<file path="src/rtl/reg_wb_ctrl_pkg.sv">
// Shared definitions for the BeeF core write-back path: opcodes, write-back FSM states, source selects.
package reg_wb_ctrl_pkg;

    localparam int OP_W = 9;

    typedef enum logic [OP_W-1:0] {
        NOP  = 9'd0,
        INC  = 9'd1,
        DEC  = 9'd2,
        MVR  = 9'd3,
        MVL  = 9'd4,
        PUSH = 9'd5,
        POP  = 9'd6,
        IN   = 9'd7,
        OUT  = 9'd8,
        JZ   = 9'd9,
        JNZ  = 9'd10
    } op_code;

    typedef enum logic [0:0] {
        IDLE     = 1'b0,
        WAIT_MEM = 1'b1
    } wb_state_t;

    localparam logic WB_SRC_ALU = 1'b0;
    localparam logic WB_SRC_MEM = 1'b1;

    // Ops whose register result comes back from data memory.
    function automatic logic is_mem_op(input op_code op);
        return (op == POP) || (op == MVR) || (op == MVL);
    endfunction

    function automatic logic is_alu_op(input op_code op);
        return (op == INC) || (op == DEC);
    endfunction

endpackage

</file>
<file path="src/rtl/reg_wb_ctrl_if.sv">
// Instruction, data-memory and register-file write-port signals of reg_wb_ctrl.
// Macro REG_WB_BYPASS_EN adds the fwd_valid/fwd_data forwarding outputs.
interface reg_wb_ctrl_if #(
    parameter int INSTR_W = 9,
    parameter int DATA_W  = 8
);
    logic               instr_valid;
    logic [INSTR_W-1:0] instr;
    logic               instr_ready;
    logic [DATA_W-1:0]  alu_result;
    logic               mem_req;
    logic               mem_ack;
    logic [DATA_W-1:0]  mem_rdata;
    logic               reg_we;
    logic               reg_wsrc;
    logic [DATA_W-1:0]  reg_wdata;
    logic               busy;
    logic               timeout_err;
`ifdef REG_WB_BYPASS_EN
    logic               fwd_valid;
    logic [DATA_W-1:0]  fwd_data;

    modport master (
        input  instr_valid, instr, alu_result, mem_ack, mem_rdata,
        output instr_ready, mem_req, reg_we, reg_wsrc, reg_wdata, busy, timeout_err,
               fwd_valid, fwd_data
    );

    modport slave (
        output instr_valid, instr, alu_result, mem_ack, mem_rdata,
        input  instr_ready, mem_req, reg_we, reg_wsrc, reg_wdata, busy, timeout_err,
               fwd_valid, fwd_data
    );
`else
    modport master (
        input  instr_valid, instr, alu_result, mem_ack, mem_rdata,
        output instr_ready, mem_req, reg_we, reg_wsrc, reg_wdata, busy, timeout_err
    );

    modport slave (
        output instr_valid, instr, alu_result, mem_ack, mem_rdata,
        input  instr_ready, mem_req, reg_we, reg_wsrc, reg_wdata, busy, timeout_err
    );
`endif
endinterface

</file>
<file path="src/rtl/reg_wb_timer.sv">
// Memory-access timeout counter: cleared while idle, counts waiting cycles, flags the last allowed one.
module reg_wb_timer #(
    parameter int TIMEOUT = 15,
    parameter int CNT_W   = $clog2(TIMEOUT + 1)
) (
    input  logic clk,
    input  logic reset,
    input  logic clear,
    input  logic enable,
    output logic expired
);

    logic [CNT_W-1:0] count_q;

    always_ff @(posedge clk) begin
        if (reset || clear) begin
            count_q <= '0;
        end else if (enable) begin
            count_q <= count_q + CNT_W'(1);
        end
    end

    assign expired = (count_q == CNT_W'(TIMEOUT - 1));

endmodule

</file>
<file path="src/rtl/reg_wb_ctrl.sv">
// BeeF register write-back controller: decodes accepted instructions, writes ALU results directly and
// runs a req/ack read with data memory for POP/MVR/MVL. Macro REG_WB_BYPASS_EN enables forwarding outputs.
module reg_wb_ctrl
    import reg_wb_ctrl_pkg::*;
#(
    parameter int INSTR_W = 9,
    parameter int DATA_W  = 8,
    parameter int TIMEOUT = 15
) (
    input  logic          clk,
    input  logic          reset,
    reg_wb_ctrl_if.master bus
);

    localparam int CNT_W = $clog2(TIMEOUT + 1);

    wb_state_t         state_q, state_d;
    logic              we_q, we_d;
    logic              wsrc_q, wsrc_d;
    logic [DATA_W-1:0] wdata_q, wdata_d;
    logic              err_q, err_d;
    logic              accept;
    logic              expired;
    op_code            op;

    assign op     = op_code'(bus.instr);
    assign accept = bus.instr_valid && bus.instr_ready;

    reg_wb_timer #(
        .TIMEOUT (TIMEOUT),
        .CNT_W   (CNT_W)
    ) u_timer (
        .clk     (clk),
        .reset   (reset),
        .clear   (state_q == IDLE),
        .enable  ((state_q == WAIT_MEM) && !bus.mem_ack),
        .expired (expired)
    );

    always_ff @(posedge clk) begin
        if (reset) begin
            state_q <= IDLE;
        end else begin
            state_q <= state_d;
        end
    end

    // Source select and data hold their last values between writes; only we pulses.
    always_comb begin
        state_d = state_q;
        we_d    = 1'b0;
        wsrc_d  = wsrc_q;
        wdata_d = wdata_q;
        err_d   = err_q;
        case (state_q)
            IDLE: begin
                if (accept) begin
                    if (is_alu_op(op)) begin
                        we_d    = 1'b1;
                        wsrc_d  = WB_SRC_ALU;
                        wdata_d = bus.alu_result;
                    end else if (is_mem_op(op)) begin
                        state_d = WAIT_MEM;
                    end
                end
            end
            WAIT_MEM: begin
                if (bus.mem_ack) begin
                    we_d    = 1'b1;
                    wsrc_d  = WB_SRC_MEM;
                    wdata_d = bus.mem_rdata;
                    state_d = IDLE;
                end else if (expired) begin
                    err_d   = 1'b1;
                    state_d = IDLE;
                end
            end
            default: state_d = IDLE;
        endcase
    end

    always_ff @(posedge clk) begin
        if (reset) begin
            we_q    <= 1'b0;
            wsrc_q  <= 1'b0;
            wdata_q <= '0;
            err_q   <= 1'b0;
        end else begin
            we_q    <= we_d;
            wsrc_q  <= wsrc_d;
            wdata_q <= wdata_d;
            err_q   <= err_d;
        end
    end

    assign bus.instr_ready = (state_q == IDLE) && !reset;
    assign bus.mem_req     = (state_q == WAIT_MEM);
    assign bus.busy        = (state_q == WAIT_MEM);
    assign bus.reg_we      = we_q;
    assign bus.reg_wsrc    = wsrc_q;
    assign bus.reg_wdata   = wdata_q;
    assign bus.timeout_err = err_q;

`ifdef REG_WB_BYPASS_EN
    assign bus.fwd_valid = !reset && we_d;
    assign bus.fwd_data  = reset ? '0 : wdata_d;
`endif

endmodule

</file>
<file path="src/flat_wrapper.sv">
// flat-port wrapper written by rule: the top's interface ports become plain ports
module reg_wb_ctrl_flat import reg_wb_ctrl_pkg::*;
#(
    parameter int INSTR_W = 9,
    parameter int DATA_W  = 8,
    parameter int TIMEOUT = 15
)
  (clk, reset, bus_instr_valid, bus_instr, bus_alu_result, bus_mem_ack, bus_mem_rdata, bus_instr_ready, bus_mem_req, bus_reg_we, bus_reg_wsrc, bus_reg_wdata, bus_busy, bus_timeout_err);
  reg_wb_ctrl_if #(.INSTR_W(INSTR_W), .DATA_W(DATA_W)) bus_i ();
  input  logic clk;
  input  logic reset;
  input wire logic [$bits(bus_i.instr_valid)-1:0] bus_instr_valid;
  input wire logic [$bits(bus_i.instr)-1:0] bus_instr;
  input wire logic [$bits(bus_i.alu_result)-1:0] bus_alu_result;
  input wire logic [$bits(bus_i.mem_ack)-1:0] bus_mem_ack;
  input wire logic [$bits(bus_i.mem_rdata)-1:0] bus_mem_rdata;
  output wire logic [$bits(bus_i.instr_ready)-1:0] bus_instr_ready;
  output wire logic [$bits(bus_i.mem_req)-1:0] bus_mem_req;
  output wire logic [$bits(bus_i.reg_we)-1:0] bus_reg_we;
  output wire logic [$bits(bus_i.reg_wsrc)-1:0] bus_reg_wsrc;
  output wire logic [$bits(bus_i.reg_wdata)-1:0] bus_reg_wdata;
  output wire logic [$bits(bus_i.busy)-1:0] bus_busy;
  output wire logic [$bits(bus_i.timeout_err)-1:0] bus_timeout_err;
  assign bus_i.instr_valid = bus_instr_valid;
  assign bus_i.instr = bus_instr;
  assign bus_i.alu_result = bus_alu_result;
  assign bus_i.mem_ack = bus_mem_ack;
  assign bus_i.mem_rdata = bus_mem_rdata;
  assign bus_instr_ready = bus_i.instr_ready;
  assign bus_mem_req = bus_i.mem_req;
  assign bus_reg_we = bus_i.reg_we;
  assign bus_reg_wsrc = bus_i.reg_wsrc;
  assign bus_reg_wdata = bus_i.reg_wdata;
  assign bus_busy = bus_i.busy;
  assign bus_timeout_err = bus_i.timeout_err;
  reg_wb_ctrl #(.INSTR_W(INSTR_W), .DATA_W(DATA_W), .TIMEOUT(TIMEOUT)) u_core (.clk(clk), .reset(reset), .bus(bus_i));
endmodule
</file>
<file path="config.mk">
export PLATFORM = sky130hd
export DESIGN_NAME = reg_wb_ctrl_flat
export DESIGN_NICKNAME = d
export VERILOG_FILES = /design/src/rtl/reg_wb_ctrl_pkg.sv /design/src/rtl/reg_wb_ctrl_if.sv /design/src/rtl/reg_wb_timer.sv /design/src/rtl/reg_wb_ctrl.sv /design/src/flat_wrapper.sv
export SDC_FILE = /design/constraint.sdc
export NUM_CORES = 1
export LEC_CHECK = 0
export BUFFER_PORTS_ARGS = -buffer_cell sky130_fd_sc_hd__clkbuf_2
export CORE_UTILIZATION = 43
export CTS_BUF_LIST = sky130_fd_sc_hd__clkbuf_4 sky130_fd_sc_hd__clkbuf_8 sky130_fd_sc_hd__clkbuf_16
export CTS_CLUSTER_DIAMETER = 150
export DETAILED_ROUTE_END_ITERATION = 6
export PLACE_DENSITY = 0.86
export SLEW_MARGIN = 20
export SYNTH_ARGS = -nofsm -noshare
export SYNTH_HDL_FRONTEND = slang
export SYNTH_SLANG_ARGS = --single-unit
</file>
<file path="constraint.sdc">
create_clock -name clk -period 1.6 [get_ports clk]
set_input_delay 0.08 -clock clk [delete_from_list [all_inputs] [get_ports clk]]
set_output_delay 0.08 -clock clk [all_outputs]
set_load 0.01 [all_outputs]
</file>
==> results of run 1 <==
==> cells by family after synthesis <==
family                   Yosys count
XOR/XNOR                           4
adder cells (fa/ha/maj)            2
buffers and inverters              6
flip-flops                        16
multiplexers                      17
AND/OR/NAND/NOR                   38
AO/OA/AOI/OAI                      5
==> layer usage <==
layer / wire length, um / up-vias / global-route usage [%] / part of all wire [%]
met5: 0 / - / 0 / 0
met4: 25 / 0 / 8.824 / 1.4
met3: 120 / 3 / 5.556 / 6.9
met2: 833 / 35 / 30.70 / 48
met1: 749 / 331 / 18.51 / 43
li1: - / 381 / - / -
==> stage by stage <==
stage          hold WS, ns  cell area (um2)  power [mW]
4_1_cts             0.1307             1102      0.7455
3_3_place_gp        0.4110             1066      0.4808
2_1_floorplan       0.2099            833.3      0.4408
3_5_place_dp        0.4163             1066      0.4842
6_report            0.1361             1102      0.7373
5_1_grt             0.1488             1102      0.7678
==> worst max path at each step <==
stage / cells past startpoint / from / slack (ns) / end
2_1_floorplan: 4 / u_core.bus.busy$_SDFF_PP0_ / 0.12 / u_core.bus.reg_wdata[0]$_SDFFE_PP0P_
5_1_grt: 4 / u_core.bus.busy$_SDFF_PP0_ / 0.14 / u_core.bus.reg_wdata[4]$_SDFFE_PP0P_
4_1_cts: 4 / u_core.bus.busy$_SDFF_PP0_ / 0.18 / u_core.bus.reg_wdata[5]$_SDFFE_PP0P_
3_3_place_gp: 4 / u_core.bus.busy$_SDFF_PP0_ / 0.24 / u_core.bus.reg_wdata[1]$_SDFFE_PP0P_
6_report: 4 / u_core.bus.busy$_SDFF_PP0_ / 0.19 / u_core.bus.reg_wdata[5]$_SDFFE_PP0P_
3_5_place_dp: 4 / u_core.bus.busy$_SDFF_PP0_ / 0.20 / u_core.bus.reg_wdata[1]$_SDFFE_PP0P_
==> registers in the layout, indices dropped and copies added (netlist names) <==
name / cells
u_core.u_timer.count_q: 4
u_core.bus.reg_we: 1
u_core.bus.timeout_err: 1
u_core.bus.busy: 1
u_core.bus.reg_wdata: 8
u_core.bus.reg_wsrc: 1
==> tightest hold or removal path: cells and delay by family <==
kind | cells | cell delay (ns)
buf+inv | 1 | 0.10
simple gates | 1 | 0.08
mux | 1 | 0.07
compound gates | 1 | 0.06
==> where the power goes <==
| group | switching [mW] | internal (mW) |
|---|---|---|
| clock | 0.124 | 0.139 |
| sequential | 0.000141 | 0.398 |
| combinational | 0.0363 | 0.0402 |
==> synthesized netlist by cell type <==
cell type                  number  area share, %
sky130_fd_sc_hd__mux2_2         8             11
sky130_fd_sc_hd__a41oi_1        1            1.1
sky130_fd_sc_hd__nor3_1         2            1.2
sky130_fd_sc_hd__buf_4          1           0.90
sky130_fd_sc_hd__inv_1          1           0.45
sky130_fd_sc_hd__nand3_1        2            1.2
sky130_fd_sc_hd__a32oi_4        1            3.3
sky130_fd_sc_hd__nand4b_1       1            1.1
sky130_fd_sc_hd__xor2_1         2            2.1
sky130_fd_sc_hd__ha_1           2            3.0
sky130_fd_sc_hd__nand2b_1       1           0.75
sky130_fd_sc_hd__and4b_4        1            1.7
sky130_fd_sc_hd__clkbuf_1       3            1.4
sky130_fd_sc_hd__buf_2          1           0.60
sky130_fd_sc_hd__nor2b_1       10            7.5
sky130_fd_sc_hd__nand2_1        2           0.90
sky130_fd_sc_hd__a21oi_1        3            1.8
sky130_fd_sc_hd__nor2_1        18            8.1
sky130_fd_sc_hd__and3_1         1           0.75
sky130_fd_sc_hd__mux2i_1        9             11
sky130_fd_sc_hd__xnor2_1        2            2.1
sky130_fd_sc_hd__dfxtp_1       16             38
==> final cells by class <==
type | instances | area, um2
Fill cell | 167 | 661.9
Multi-Input combinational cell | 66 | 484.2
Sequential cell | 16 | 321.6
Timing Repair Buffer | 44 | 225.2
Clock buffer | 4 | 36.28
Tap cell | 25 | 31.28
Inverter | 1 | 3.754
==> results_dict.tcl, run 1 <==
set metrics [dict create \
    cells_after_dpl 152 \
    critical_path.top_delay_family "multiplexers" \
    tritoncts.num_buffers 3 \
    max_slew_margin_pct 63.06 \
    detail_route.iter0.violations 7 \
    worstPathRequired_ns 1.78 \
    finClkSkew_ns 0.001773 \
    cts_htree_levels 1 \
    critPathArrivalTime_ns 1.59 \
    timing.critical_path.buf_inv 0 \
    tightestPinTransition_ns 0.5499 \
    cts-root-to-sink-buffers 2 \
    buffer_ports.inserted 42 \
    crit_slowest_cell "sky130_fd_sc_hd__mux2_2" \
    yosysSeqAreaShare_pct 38.50 \
    p_leak_nw 0.5130 \
    postLayoutCoreUtil_pct 62.48 \
    power_density_nw_per_um2 668.8 \
    drv_slew 0 \
    grt_pass1_vias 677 \
    yosys.area_share.adder_pct 3.008 \
    holdCritStartpoint "bus_instr[2]" \
    min-delay-path-class "input pin to flip-flop" \
    hold-path-cell-count 4 \
    setup_viol 0 \
    vias_per_cell 4.808 \
    final.setup.tns_ns 0 \
    fin_crit_sh_pct 87.92 \
    vdd_drop_max_mv 0.4437 \
    synth.avg_cell_area_um2 9.455 \
    final_net_count 163 \
    area_growth_pct 32.48 \
    syn_nets 119 \
    via_count 750 \
    clk-insertion-delay-late_ns 0.28 \
    clock_sink_count 16 \
    yosys.cell_types.count 22 \
    global_route_wire_length_before_repair_um 2566 \
    grt_start_max_net_pins 22 \
    routedWlPerCell_um 11.08 \
    netlist_area_um2 832.0 \
    maxCapViolCount 0 \
    max_stage_delay_ns 0.39 \
    place_worst_setup_slack_ns 0.1958 \
    dp_hpwl_um 1397 \
    worst_setup_hold_path_clk_slew_ns 0.09 \
    run_status "finished clean" \
    ys_ff_latch 16 \
    grt_setup_unrepaired "false" \
    initial_utilization_pct 47.16 \
    achievable-frequency_ghz 0.7109 \
    synth.yosys.warnings 0 \
    core_um2 1764 \
    post_route_cells_drive_above_1_share_pct 45.04 \
    synth_compound_gate_area_share_pct 6.165 \
    largest_family_of_logic_cells_by_synthesized_area "simple AND/OR/NAND/NOR gates" \
    post_cts_resized 0 \
    clockRootBuffer "sky130_fd_sc_hd__clkbuf_4" \
    clock_tree_from_tritoncts "yes" \
    reg2reg_slack_ns 0.19 \
    portion_of_netlist_area_occupied_by_mux_cells_pct 21.65 \
    totalWireLength_um 1729 \
    r2r_start "u_core.bus.busy$_SDFF_PP0_" \
    post-route-drc-count 0 \
    timing.setup.critical_path_class "flip-flop to flip-flop" \
    fp.dieH_um 45.99 \
    finalHoldViolCount 0 \
    min_period_ns 1.407 \
    final_cells 156 \
    drt_pre_antenna_iters 4 \
    cts_setup_buffers 0 \
    worstPathCellList "nor2_1 -> and4b_4 -> a32oi_4 -> mux2_2" \
    regToRegEndpoint "u_core.bus.reg_wdata[5]$_SDFFE_PP0P_" \
    post_synth_inst_count 88 \
    path_max_fanout 9 \
    grt_use_total_pct 17.51 \
    globalRoute.totalOverflow 0 \
    timing.final.ws_setup_ns 0.1933 \
    post_cts_hold_buffer_count 0 \
    yosys.area_share.simple_pct 23.16 \
    hold_path_end "u_core.bus.busy$_SDFF_PP0_" \
    yosys.area_share.xor_xnor_pct 4.211 \
    antenna_diode_count 0 \
    place_congestion 0.7891 \
    num_rows 15 \
    top_level_ports 43 \
    startpoint_type "flip-flop" \
    grt_antenna_before_repair 0 \
    route.antenna.remaining_nets 0 \
    layout_commonest_cell "sky130_fd_sc_hd__clkbuf_2" \
    endpoint_kind "flip-flop" \
    die_width_um 45.99 \
    most-common-layout-cells "42 x sky130_fd_sc_hd__clkbuf_2, 18 x sky130_fd_sc_hd__nor2_1, 15 x sky130_fd_sc_hd__dfxtp_1" \
    design.die.area_um2 2115 \
    worst_reg2reg_path_length_in_cells 4 \
]
Note: power is estimated with default switching activity, not from simulation.
==> run 2, diff against run 1 <==
==> constraint.sdc (replaced) <==
create_clock -name clk -period 1.6 [get_ports clk]
set_input_delay 0.24 -clock clk [delete_from_list [all_inputs] [get_ports clk]]
set_output_delay 0.24 -clock clk [all_outputs]
set_load 0.01 [all_outputs]
==> results_dict.tcl, run 2 (same netlist as run 1, synthesis figures left out) <==
set metrics [dict create \
    place_congestion 0.6905 \
    achievable-frequency_ghz 0.7114 \
    post_route_cells_drive_above_1_share_pct 45.04 \
    num_rows 15 \
    buffer_ports.inserted 42 \
    fp.dieH_um 45.99 \
    drt_pre_antenna_iters 2 \
    startpoint_type "flip-flop" \
    dp_hpwl_um 1317 \
    critPathArrivalTime_ns 1.57 \
    totalWireLength_um 1658 \
    power_density_nw_per_um2 664.8 \
    worst_setup_hold_path_clk_slew_ns 0.10 \
    place_worst_setup_slack_ns 0.1140 \
    swShare_pct 21.36 \
    clockRootBuffer "sky130_fd_sc_hd__clkbuf_4" \
    net-switching-power_uw 156.6 \
    run_status "finished clean" \
    setup_viol 0 \
    cts_setup_buffers 0 \
    postLayoutCoreUtil_pct 62.48 \
    timing.critical_path.buf_inv 0 \
    p_leak_nw 0.5130 \
    post_cts_resized 0 \
    max_slew_margin_pct 67.85 \
    timing.setup.critical_path_class "flip-flop to flip-flop" \
    timing.final.ws_setup_ns 0.1943 \
    hold-worst-slack_ns 0.2996 \
    vdd_drop_max_mv 0.7056 \
    final.setup.tns_ns 0 \
    clk-insertion-delay-late_ns 0.27 \
    grt_pass1_vias 668 \
    final_cells 156 \
    power.sequential.fraction_pct 54.4 \
    vias_per_cell 4.667 \
    area_taken_by_flip_flops_and_latches_um2 321.6 \
    place_area_um2 1066 \
    min-delay-path-class "input pin to flip-flop" \
    design.die.area_um2 2115 \
    route.antenna.remaining_nets 0 \
    cts_htree_levels 1 \
    grt_use_total_pct 17.05 \
    final_net_count 163 \
    fin_crit_sh_pct 87.86 \
    multi_input_comb_area_um2 484.2 \
    area_growth_pct 32.48 \
    top_level_ports 43 \
    critical_path.top_delay_family "multiplexers" \
    grt_antenna_before_repair 0 \
    maxCapViolCount 0 \
    holdCritStartpoint "bus_instr[3]" \
    max_stage_delay_ns 0.39 \
    tritoncts.num_buffers 3 \
    design_area_um2 1102 \
    endpoint_kind "flip-flop" \
    finClkSkew_ns 0.004332 \
    layout_commonest_cell "sky130_fd_sc_hd__clkbuf_2" \
    worstPathRequired_ns 1.77 \
    via_count 728 \
    post_cts_hold_buffer_count 0 \
    grt_setup_unrepaired "false" \
    initial_utilization_pct 47.16 \
    clock_tree_from_tritoncts "yes" \
    power_frac_clock_pct 35.5 \
    grt_start_max_net_pins 22 \
    die_width_um 45.99 \
    antenna_diode_count 0 \
    min_period_ns 1.406 \
    final.fill_count 170 \
    cts-root-to-sink-buffers 2 \
    globalRoute.totalOverflow 0 \
    power_uw 732.9 \
    clock_sink_count 16 \
    cells_after_dpl 152 \
    post-route-drc-count 0 \
    path_max_fanout 9 \
    routedWlPerCell_um 10.63 \
    most-common-layout-cells "42 x sky130_fd_sc_hd__clkbuf_2, 18 x sky130_fd_sc_hd__nor2_1, 15 x sky130_fd_sc_hd__dfxtp_1" \
    finalHoldViolCount 0 \
    drv_slew 0 \
    global_route_wire_length_before_repair_um 2642 \
    crit_slowest_cell "sky130_fd_sc_hd__mux2_2" \
    cp-startpoint "u_core.bus.busy$_SDFF_PP0_" \
    combinationalPowerShare_pct 10.2 \
    core_um2 1764 \
    internal_power_uw 576.3 \
    r2r_start "u_core.bus.busy$_SDFF_PP0_" \
    tightestPinTransition_ns 0.4785 \
    worstPathCellList "nor2_1 -> and4b_4 -> a32oi_4 -> mux2_2" \
    largest_register_ffs 8 \
    detail_route.iter0.violations 7 \
]
==> run 2: cell counts in the layout (fill, tap and decap cells not counted) <==
Identical to the previous run, type by type.
==> run 2: final cells by class <==
| type | instances | share of cell area, % |
|---|---|---|
| Multi-Input combinational cell | 66 | 43.93 |
| Tap cell | 25 | 2.838 |
| Timing Repair Buffer | 44 | 20.43 |
| Sequential cell | 16 | 29.17 |
| Inverter | 1 | 0.3405 |
| Clock buffer | 4 | 3.292 |
==> run 2: per-layer routing <==
layer  global-route usage, %  share of wire (%)  wire length, um  vias up
met5                       0                  0                0        -
met3                   3.175                7.3              121        0
met4                   1.765                  0                0        0
met2                   33.24                 50              828       32
li1                        -                  -                -      383
met1                   19.32                 43              709      313
==> run 2: power groups by stage <==
stage               Combinational [mW]  Sequential [mW]  Clock [mW]
finish                          0.0746            0.398       0.260
global route                    0.0829            0.399       0.289
CTS                             0.0754            0.398       0.263
detailed placement              0.0751            0.408           0
global placement                0.0726            0.408           0
floorplan                       0.0330            0.408           0
==> run 2: worst min-delay path, stage by stage <==
cell	delay (ns)
sky130_fd_sc_hd__clkbuf_2	0.07
sky130_fd_sc_hd__nor3_1	0.07
sky130_fd_sc_hd__nand3_1	0.09
sky130_fd_sc_hd__a21oi_1	0.06
==> run 2: worst paths after layout <==
path	depth (start not counted)	slack [ns]	endpoint
worst max-delay path	4	0.19	u_core.bus.reg_wdata[5]$_SDFFE_PP0P_
worst min-delay path	4	0.30	u_core.bus.busy$_SDFF_PP0_
worst max register to register	4	0.19	u_core.bus.reg_wdata[5]$_SDFFE_PP0P_
worst min register to register	2	0.49	u_core.bus.timeout_err$_SDFFE_PP0P_
==> run 3, diff against run 2 <==
- CORE_MARGIN: unset -> 2
==> results_dict.tcl, run 3 (same netlist as run 1, synthesis figures left out) <==
set metrics [dict create \
    num_rows 15 \
    postLayoutCoreUtil_pct 63.33 \
    route.antenna.remaining_nets 0 \
    worstPathCellList "nor2_1 -> and4b_4 -> a32oi_4 -> mux2_2" \
    clock_sink_count 16 \
    max_slew_margin_pct 74.33 \
    tritoncts.num_buffers 3 \
    buffer_ports.inserted 42 \
    post-route-drc-count 0 \
    detail_route.iter0.violations 6 \
    global_route_wire_length_before_repair_um 2573 \
    achievable-frequency_ghz 0.7037 \
    die_width_um 47.99 \
    path_max_fanout 9 \
    fin_crit_sh_pct 88.81 \
    p_leak_nw 0.5237 \
    place_congestion 0.7555 \
    hold-path-cell-count 4 \
    tightestPinTransition_ns 0.3851 \
    max_stage_delay_ns 0.38 \
    worstPathRequired_ns 1.77 \
    run_status "finished clean" \
    initial_utilization_pct 47.16 \
    vias_per_cell 4.835 \
    finalHoldViolCount 0 \
    globalRoute.totalOverflow 0 \
    crit_slowest_cell "sky130_fd_sc_hd__mux2_2" \
    fp.dieH_um 47.99 \
    cts_setup_buffers 0 \
    final.setup.tns_ns 0 \
    min_period_ns 1.421 \
    power_density_nw_per_um2 660.3 \
    timing.final.ws_setup_ns 0.1790 \
    setup_viol 0 \
    finClkSkew_ns 0.006131 \
    grt_setup_unrepaired "false" \
    post_cts_hold_buffer_count 0 \
    clock_tree_from_tritoncts "yes" \
    drv_slew 0 \
    routedWlPerCell_um 10.86 \
    design.die.area_um2 2303 \
    place_worst_setup_slack_ns 0.08581 \
    via_count 764 \
    endpoint_kind "flip-flop" \
    top_level_ports 43 \
    min-delay-path-class "input pin to flip-flop" \
    clockRootBuffer "sky130_fd_sc_hd__clkbuf_4" \
    grt_pass1_vias 652 \
    final_net_count 165 \
    maxCapViolCount 0 \
    critPathArrivalTime_ns 1.60 \
    core_um2 1764 \
    most-common-layout-cells "42 x sky130_fd_sc_hd__clkbuf_2, 18 x sky130_fd_sc_hd__nor2_1, 15 x sky130_fd_sc_hd__dfxtp_1" \
    totalWireLength_um 1716 \
    grt_use_total_pct 16.28 \
    timing.setup.critical_path_class "flip-flop to flip-flop" \
    startpoint_type "flip-flop" \
    clk-insertion-delay-late_ns 0.28 \
    post_cts_resized 0 \
    post_route_cells_drive_above_1_share_pct 45.86 \
    area_growth_pct 34.29 \
    cts-root-to-sink-buffers 2 \
    antenna_diode_count 0 \
    layout_commonest_cell "sky130_fd_sc_hd__clkbuf_2" \
    final.fill_count 179 \
    vdd_drop_max_mv 0.3413 \
    worst_setup_hold_path_clk_slew_ns 0.10 \
    cts_htree_levels 1 \
    largest_register_ffs 8 \
    dp_hpwl_um 1391 \
    worst_reg2reg_path_length_in_cells 4 \
    drt_pre_antenna_iters 4 \
    grt_start_max_net_pins 22 \
    grt_antenna_before_repair 0 \
]
==> run 3: critical path, delay by kind of cell (launching register included) <==
| family | cells | cell delay (ns) |
|---|---|---|
| compound gates | 1 | 0.34 |
| simple gates | 2 | 0.25 |
| flops | 1 | 0.35 |
| mux | 1 | 0.38 |
==> run 3: worst paths after layout <==
| check | start | end | slack [ns] |
|---|---|---|---|
| max | u_core.bus.busy$_SDFF_PP0_ | u_core.bus.reg_wdata[5]$_SDFFE_PP0P_ | 0.18 |
| min | bus_instr[2] | u_core.bus.busy$_SDFF_PP0_ | 0.30 |
| max reg2reg | u_core.bus.busy$_SDFF_PP0_ | u_core.bus.reg_wdata[5]$_SDFFE_PP0P_ | 0.18 |
| min reg2reg | u_core.bus.timeout_err$_SDFFE_PP0P_ | u_core.bus.timeout_err$_SDFFE_PP0P_ | 0.50 |
==> run 3: routing by layer <==
metal	vias to the layer above	part of all wire [%]	global-route usage, %
li1	384	-	-
met1	343	42	18.96
met2	35	47	25.87
met3	2	9.1	5.283
met4	0	0.99	9.730
met5	-	0	0
==> run 3: where the power goes <==
group / switching (mW) / total [mW] / internal, mW
clock network: 0.125 / 0.263 / 0.138
logic: 0.0352 / 0.0766 / 0.0414
registers: 0.000148 / 0.398 / 0.398
total: 0.160 / 0.738 / 0.578
==> run 3: cell type report <==
type	count	area [um2]	area share (%)
multi-input combinational	66	484.2	43.34
clock buffer	4	36.28	3.247
tap	25	31.28	2.800
sequential	16	321.6	28.78
inverter	1	3.754	0.3359
timing repair buffer	46	240.2	21.50
==> run 3: per-stage QoR <==
| step | std cells | hold slack (ns) | total power [mW] | area [um2] |
|---|---|---|---|---|
| CTS | 158 | 0.2963 | 0.7474 | 1117 |
| global route | 158 | 0.3228 | 0.7719 | 1117 |
| finish | 158 | 0.2968 | 0.7378 | 1117 |
| global placement | 154 | 0.4562 | 0.4814 | 1081 |
| floorplan | 88 | 0.4552 | 0.4408 | 833.3 |
| detailed placement | 154 | 0.4909 | 0.4852 | 1081 |
